$ cat config.mk
export PLATFORM = sky130hd
export DESIGN_NAME = result_drain_collector
export DESIGN_NICKNAME = d
export VERILOG_FILES = /design/src/rtl/result_drain_pkg.sv /design/src/rtl/result_fifo.sv /design/src/rtl/result_drain_collector.sv
export SDC_FILE = /design/constraint.sdc
export NUM_CORES = 1
export LEC_CHECK = 0
export CORE_MARGIN = 2
export CORE_UTILIZATION = 36
export DETAILED_ROUTE_END_ITERATION = 8
export GPL_TIMING_DRIVEN = 0
export SLEW_MARGIN = 15
export SYNTH_ARGS = -nofsm -noshare
export SYNTH_HDL_FRONTEND = slang
export SYNTH_SLANG_ARGS = --single-unit
export TNS_END_PERCENT = 1
$ cat constraint.sdc
create_clock -name Clk -period 23 [get_ports Clk]
set_input_delay 4.6 -clock Clk [delete_from_list [all_inputs] [get_ports Clk]]
set_output_delay 4.6 -clock Clk [all_outputs]
set_load 0.05 [all_outputs]
$ cat src/rtl/result_drain_pkg.sv
// -----------------------------------------------------------------------------
// result_drain_pkg
// Shared definitions for the result drain collector:
//   - state_t   : collector FSM states
//   - LANES     : number of ChainIn lanes (and elements per lane)
//   - clamp_neg : element clamp used when RESULT_DRAIN_RELU_EN is defined
// -----------------------------------------------------------------------------
package result_drain_pkg;

  localparam int LANES = 4;

  // Widest element the clamp helper accepts; elements are zero-extended into it.
  localparam int ELEM_MAX_W = 64;

  typedef enum logic [2:0] {
    IDLE       = 3'd0,
    WAIT_SPACE = 3'd1,
    LOAD       = 3'd2,
    DRAIN      = 3'd3,
    DONE       = 3'd4
  } state_t;

  // Treat the low 'width' bits of elem as signed two's complement and
  // replace negative values with zero.
  function automatic logic [ELEM_MAX_W-1:0] clamp_neg(
    input logic [ELEM_MAX_W-1:0] elem,
    input int unsigned           width
  );
    return elem[width-1] ? '0 : elem;
  endfunction

endpackage

$ cat src/rtl/result_fifo.sv
// -----------------------------------------------------------------------------
// result_fifo
// Synchronous show-ahead FIFO. pop_data is the head entry whenever valid=1
// and reads as zero when empty. Pops are ignored while empty.
// Ports:
//   Clk, rst          clock, synchronous active-high reset (flushes)
//   push, push_data   write request and data
//   pop               read request (gated internally by valid)
//   pop_data          head entry (zero when empty)
//   valid             FIFO non-empty
//   count             number of stored entries, 0..DEPTH
// DEPTH must be a power of 2 >= 2 so the pointers wrap naturally.
// -----------------------------------------------------------------------------
module result_fifo #(
  parameter int WIDTH = 8,
  parameter int DEPTH = 8
) (
  input  logic                     Clk,
  input  logic                     rst,
  input  logic                     push,
  input  logic [WIDTH-1:0]         push_data,
  input  logic                     pop,
  output logic [WIDTH-1:0]         pop_data,
  output logic                     valid,
  output logic [$clog2(DEPTH):0]   count
);

  localparam int AW = $clog2(DEPTH);
  localparam int CW = AW + 1;

  logic [WIDTH-1:0] mem [DEPTH];
  logic [AW-1:0]    wr_ptr;
  logic [AW-1:0]    rd_ptr;
  logic             full;
  logic             do_push;
  logic             do_pop;

  assign valid   = (count != '0);
  assign full    = (count == CW'(DEPTH));
  assign do_push = push && !full;
  assign do_pop  = pop && valid;

  // NOTE: sequential state uses non-blocking assignments so every register
  // samples the pre-edge values, independent of block ordering.
  always_ff @(posedge Clk) begin
    if (rst) begin
      wr_ptr <= '0;
      rd_ptr <= '0;
      count  <= '0;
    end else begin
      if (do_push) wr_ptr <= wr_ptr + 1'b1;
      if (do_pop)  rd_ptr <= rd_ptr + 1'b1;
      case ({do_push, do_pop})
        2'b10:   count <= count + 1'b1;
        2'b01:   count <= count - 1'b1;
        default: count <= count;
      endcase
    end
  end

  // NOTE: storage is deliberately not reset; the flushed pointers/count make
  // stale contents unreachable and the output mask below hides them.
  always_ff @(posedge Clk) begin
    if (do_push) mem[wr_ptr] <= push_data;
  end

  assign pop_data = valid ? mem[rd_ptr] : '0;

  // The collector reserves space before draining, so a push never meets a full FIFO.
  a_no_overflow: assert property (@(posedge Clk) disable iff (rst) !(push && full));

endmodule

$ cat src/rtl/result_drain_collector.sv
// -----------------------------------------------------------------------------
// result_drain_collector
// Receiving end of the PE result shift chain. On start it pulses
// ResultCapture low for one cycle (load every PE's local result), then shifts
// CHAIN_DEPTH words out of the chain tail into an output FIFO, tagging the last
// word. Words are presented on a valid/ready stream.
// Ports:
//   Clk, rst            clock, synchronous active-high reset (aborts drain, flushes FIFO)
//   start               one-cycle drain request (honoured only in IDLE)
//   ResultCapture       chain select: 0 = load local results, 1 = shift
//   ChainIn_0..3        result lanes from the chain tail stage
//   out_data, out_last  stream word {ChainIn_3..0} and last-of-drain marker
//   out_valid, out_ready stream handshake
//   busy                high whenever the FSM is not IDLE
//   done                one-cycle pulse after the last word is written
// Optional feature: define RESULT_DRAIN_RELU_EN to clamp negative
// DATA_WIDTH elements to zero before the FIFO write.
// -----------------------------------------------------------------------------
module result_drain_collector
  import result_drain_pkg::*;
#(
  parameter int DATA_WIDTH  = 8,
  parameter int CHAIN_DEPTH = 4,
  parameter int FIFO_DEPTH  = 8
) (
  input  logic                                Clk,
  input  logic                                rst,
  input  logic                                start,
  output logic                                ResultCapture,
  input  logic [LANES*DATA_WIDTH-1:0]         ChainIn_0,
  input  logic [LANES*DATA_WIDTH-1:0]         ChainIn_1,
  input  logic [LANES*DATA_WIDTH-1:0]         ChainIn_2,
  input  logic [LANES*DATA_WIDTH-1:0]         ChainIn_3,
  output logic [LANES*LANES*DATA_WIDTH-1:0]   out_data,
  output logic                                out_last,
  output logic                                out_valid,
  input  logic                                out_ready,
  output logic                                busy,
  output logic                                done
);

  localparam int WORD_W = LANES * LANES * DATA_WIDTH;
  localparam int CNT_W  = $clog2(FIFO_DEPTH) + 1;
  localparam int BEAT_W = (CHAIN_DEPTH > 1) ? $clog2(CHAIN_DEPTH) : 1;

  if (FIFO_DEPTH < CHAIN_DEPTH || (FIFO_DEPTH & (FIFO_DEPTH - 1)) != 0) begin : g_cfg_check
    $error("result_drain_collector: FIFO_DEPTH must be a power of 2 and >= CHAIN_DEPTH");
  end

  state_t              state;
  state_t              state_nxt;
  logic [BEAT_W-1:0]   beat;
  logic                last_beat;
  logic [CNT_W-1:0]    count;
  logic [CNT_W-1:0]    free;
  logic                space_ok;
  logic                push;
  logic [WORD_W-1:0]   raw_word;
  logic [WORD_W-1:0]   push_word;
  logic [WORD_W:0]     fifo_q;

  // The chain cannot stall, so a drain only starts with a full drain's worth of space.
  assign free      = CNT_W'(FIFO_DEPTH) - count;
  assign space_ok  = (free >= CNT_W'(CHAIN_DEPTH));
  assign last_beat = (beat == BEAT_W'(CHAIN_DEPTH - 1));
  assign push      = (state == DRAIN);

  // Idles at 1 so the chain never reloads unintentionally.
  assign ResultCapture = (state != LOAD);
  assign busy          = (state != IDLE);
  assign done          = (state == DONE);

  // NOTE: every variable driven in always_comb gets a default first so no
  // path leaves it unassigned and no latch is inferred.
  always_comb begin
    state_nxt = state;
    case (state)
      IDLE:       if (start) state_nxt = space_ok ? LOAD : WAIT_SPACE;
      WAIT_SPACE: if (space_ok) state_nxt = LOAD;
      LOAD:       state_nxt = DRAIN;
      DRAIN:      if (last_beat) state_nxt = DONE;
      DONE:       state_nxt = IDLE;
      default:    state_nxt = IDLE;
    endcase
  end

  always_ff @(posedge Clk) begin
    if (rst) begin
      state <= IDLE;
      beat  <= '0;
    end else begin
      state <= state_nxt;
      if (state == DRAIN && !last_beat) beat <= beat + 1'b1;
      else                              beat <= '0;
    end
  end

  // Word 0 is the PE nearest the collector; lane 0 is the least significant.
  assign raw_word = {ChainIn_3, ChainIn_2, ChainIn_1, ChainIn_0};

`ifdef RESULT_DRAIN_RELU_EN
  always_comb begin
    logic [ELEM_MAX_W-1:0] elem;
    push_word = raw_word;
    elem      = '0;
    for (int i = 0; i < LANES * LANES; i++) begin
      elem = clamp_neg(ELEM_MAX_W'(raw_word[i*DATA_WIDTH +: DATA_WIDTH]), DATA_WIDTH);
      push_word[i*DATA_WIDTH +: DATA_WIDTH] = elem[DATA_WIDTH-1:0];
    end
  end
`else
  assign push_word = raw_word;
`endif

  result_fifo #(
    .WIDTH (WORD_W + 1),
    .DEPTH (FIFO_DEPTH)
  ) u_fifo (
    .Clk       (Clk),
    .rst       (rst),
    .push      (push),
    .push_data ({last_beat, push_word}),
    .pop       (out_ready),
    .pop_data  (fifo_q),
    .valid     (out_valid),
    .count     (count)
  );

  assign out_last = fifo_q[WORD_W];
  assign out_data = fifo_q[WORD_W-1:0];

endmodule

==> results.py <==
metrics = {
    "run_status": {
        "status": "complete, no violations",
    },
    "power_and_ir_drop": {
        "p_leak_nw": 15.20,
        "clkPwrFrac": 0.354,
        "power_density_nw_per_um2": 99.71,
        "intPower_mw": 3.570,
        "switching_share": 0.2789,
        "p_comb_frac": 0.218,
        "power.switching_mw": 1.381,
        "vdd_drop_max_uv": 87.07,
        "seqPwrFrac": 0.428,
    },
    "drt": {
        "wl_per_cell_um": 24.67,
        "viasPerCell": 4.939,
        "route.met2.wl_um": 47440,
        "drc": 0,
        "top_layer": "met5",
        "met1_length_um": 39080,
        "routed_wl_um": 93100,
        "vias": 18639,
        "drt-pass1-iter-count": 5,
        "dr.first_iter.drc_count": 1578,
        "met3_length_um": 4708,
        "postRouteAntennaNets": 0,
    },
    "setup_path": {
        "critPathLaunchType": "register",
        "critical-path-top-delay-family": "buffers and inverters",
        "critPathSlowestCell": "clkdlybuf4s50_1",
        "critPathMaxFanout": 10,
        "r2r_slack_ns": 19.75,
        "end_kind": "primary output",
        "required_ns": 18.40,
        "timing.critical_path.buf_inv": 3,
        "crit_type": "reg2out",
        "worst_ep_arrival_time_ns": 4.13,
        "slowest_delay_ns": 0.79,
        "path_cells": "nor4_4 -> buf_2 -> clkbuf_1 -> nor2_1 -> clkdlybuf4s50_1",
    },
    "layout": {
        "nNetsFinal": 2334,
        "synthToLayoutAreaGrowth_pct": 23.92,
        "utilization": 0.4493,
        "fin_cells": 3774,
        "drive_gt1_frac": 0.2591,
    },
    "cts": {
        "cts_made_buffers": 107,
        "root_buffer": "clkbuf_16",
        "hold_buffers": 0,
        "cts_resized": 0,
        "clockBufferDepth": 3,
        "ctsHtreeMaxLevel": 3,
        "path_clk_slew_ns": 0.06,
        "cts_sinks": 1050,
        "cts_tree": "done",
        "clk_latency_ns": 0.69,
        "post_cts.repair.setup_buffers": 0,
    },
    "logic_synthesis": {
        "synthDistinctLibCells": 38,
        "syn_area_per_cell_um2": 23.11,
        "syn_nets": 1872,
        "seq_area_frac_synth": 0.7824,
        "ys_ff_latch": 1050,
        "mappedNetlistArea_um2": 40070,
        "synth_warnings": 0,
        "syn_inst": 1734,
    },
    "global_route": {
        "antenna_found_initial": 11,
        "grt_max_degree": 22,
        "grt.overflow.total": 0,
        "grt_use_total": 0.1640,
        "grt_pass1_vias": 19846,
        "grt_pass1_wl_um": 134500,
    },
    "run": {
        "max_cap_violations": 0,
    },
    "min_path": {
        "hold_class": "reg2reg",
    },
    "floorplan": {
        "dieWidth_um": 337.6,
        "die_area_um2": 114000,
        "rows": 122,
        "die_h_um": 337.6,
        "core_um2": 110500,
        "io_pins": 265,
        "initial_core_util": 0.3625,
    },
    "timing": {
        "slew_headroom": 0.3803,
        "fin_tns_setup_ns": 0,
        "grt_setup_unrepaired": "no",
        "post-route-min-period_ns": 8.734,
        "finalSetupViolCount": 0,
        "slew_violations": 0,
        "worstMarginPinSlew_ns": 0.9295,
        "hold_violations": 0,
        "finClkSkew_ns": 0.02804,
        "fin_crit_sh": 0.3797,
        "max_freq_mhz": 114.5,
    },
    "placement": {
        "dpl.hpwl_um": 60510,
        "dp_cells": 3575,
        "gp_congestion": 0.6870,
        "port_buffers": 264,
    },
}
[through the flow]
stage | total power, mW | hold WS, ns | cell area, µm² | worst slack, ns
6_report | 4.951 | 0.4226 | 49650 | 14.27
5_1_grt | 5.131 | 0.4409 | 49650 | 14.09
4_1_cts | 5.019 | 0.4238 | 49650 | 14.09
3_5_place_dp | 3.260 | 0.4149 | 46090 | 14.88
3_3_place_gp | 3.256 | 0.4184 | 44570 | 1.414
2_1_floorplan | 2.887 | 0.3974 | 40070 | 12.44
[routing by layer]
layer | track usage | up-vias
met1 | 0.2145 | 9869
met2 | 0.2807 | 431
li1 | - | 8194
met3 | 0.02954 | 129
met5 | 0 | -
met4 | 0.04643 | 16
[worst reg2reg max path: cells and delay by family (launching register included)]
kind | cells | cell delay [ns]
flip-flops | 1 | 0.50
AND/OR/NAND/NOR | 4 | 1.27
buffers and inverters | 6 | 1.17
[cell type report]
type	instances	area (µm²)
Inverter	4	15.01
Buffer	90	595.6
Tap cell	1488	1862
Fill cell	9354	60870
Antenna cell	1	2.502
Clock inverter	71	788.3
Sequential cell	1050	31350
Clock buffer	127	2774
Multi-Input combinational cell	590	8165
Timing Repair Buffer	353	4098
[kinds of logic after synthesis]
kind of cell / Yosys count / share of synthesized area
flip-flops: 1050 / 0.7824
multiplexers: 391 / 0.1783
AND/OR/NAND/NOR: 173 / 0.01883
buffers and inverters: 94 / 0.01515
AO/OA/AOI/OAI: 15 / 0.002342
adder cells (fa/ha/maj): 6 / 0.001874
XOR/XNOR: 5 / 0.001093
[power groups by stage]
stage	clock network [mW]	registers (mW)	logic [mW]
floorplan	0	2.16	0.724
global placement	0	2.17	1.09
detailed placement	0	2.16	1.10
CTS	1.80	2.12	1.10
global route	1.87	2.12	1.14
finish	1.75	2.12	1.08
[worst paths after layout]
path	start	endpoint	cells after the start
setup / recovery	u_fifo.count[0]	out_data[53]	5
hold / removal	beat[0]	beat[0]	1
setup reg to reg	u_fifo.count[2]	u_fifo.mem[1][69]	10
hold reg to reg	beat[0]	beat[0]	1
[flip-flops by register name, summed over array words and instances (netlist names), named ones only]
| signal | count |
|---|---|
| beat | 2 |
| u_fifo.count | 4 |
| state | 3 |
| u_fifo.mem | 1032 |
| u_fifo.wr_ptr | 3 |
| u_fifo.rd_ptr | 3 |
[Yosys cell counts (all sizes together)]
| master | count | area [µm²] |
|---|---|---|
| inv | 4 | 15.01 |
| and2 | 1 | 6.260 |
| nand3b | 2 | 15.01 |
| a31oi | 1 | 6.260 |
| xor2 | 4 | 35.03 |
| buf | 68 | 509.2 |
| nand2b | 6 | 47.54 |
| or3 | 3 | 18.77 |
| nor4 | 1 | 21.27 |
| edfxtp | 1032 | 30990 |
| mux2i | 132 | 1321 |
| or4 | 1 | 7.510 |
| o21ai | 4 | 20.02 |
| or4b | 1 | 13.76 |
| nor4b | 1 | 8.760 |
| nor2 | 147 | 551.8 |
| a21oi | 6 | 33.78 |
| xnor2 | 1 | 8.760 |
| a31o | 1 | 8.760 |
| nand3 | 2 | 10.01 |
| nor2b | 1 | 6.260 |
| nand2 | 3 | 11.26 |
| nor3 | 2 | 10.01 |
| a21o | 1 | 7.510 |
| o21bai | 1 | 7.510 |
| clkbuf | 22 | 82.58 |
| ha | 6 | 75.07 |
| dfxtp | 18 | 360.4 |
| nor3b | 2 | 26.28 |
| a311o | 1 | 10.01 |
| mux4 | 258 | 5811 |
| mux2 | 1 | 11.26 |
[cells in the final DEF, fill, tap and decap left out, types with 27 or more instances in the layout]
cell type | Yosys | final
buf_12 | 0 | 27
buf_2 | 41 | 41
buf_4 | 0 | 29
buf_6 | 27 | 40
clkbuf_1 | 22 | 38
clkbuf_16 | 0 | 108
clkdlybuf4s50_1 | 0 | 264
edfxtp_1 | 1032 | 1032
mux2i_1 | 132 | 132
mux4_2 | 258 | 258
nor2_1 | 147 | 141
(Power assumes the default switching activity.)
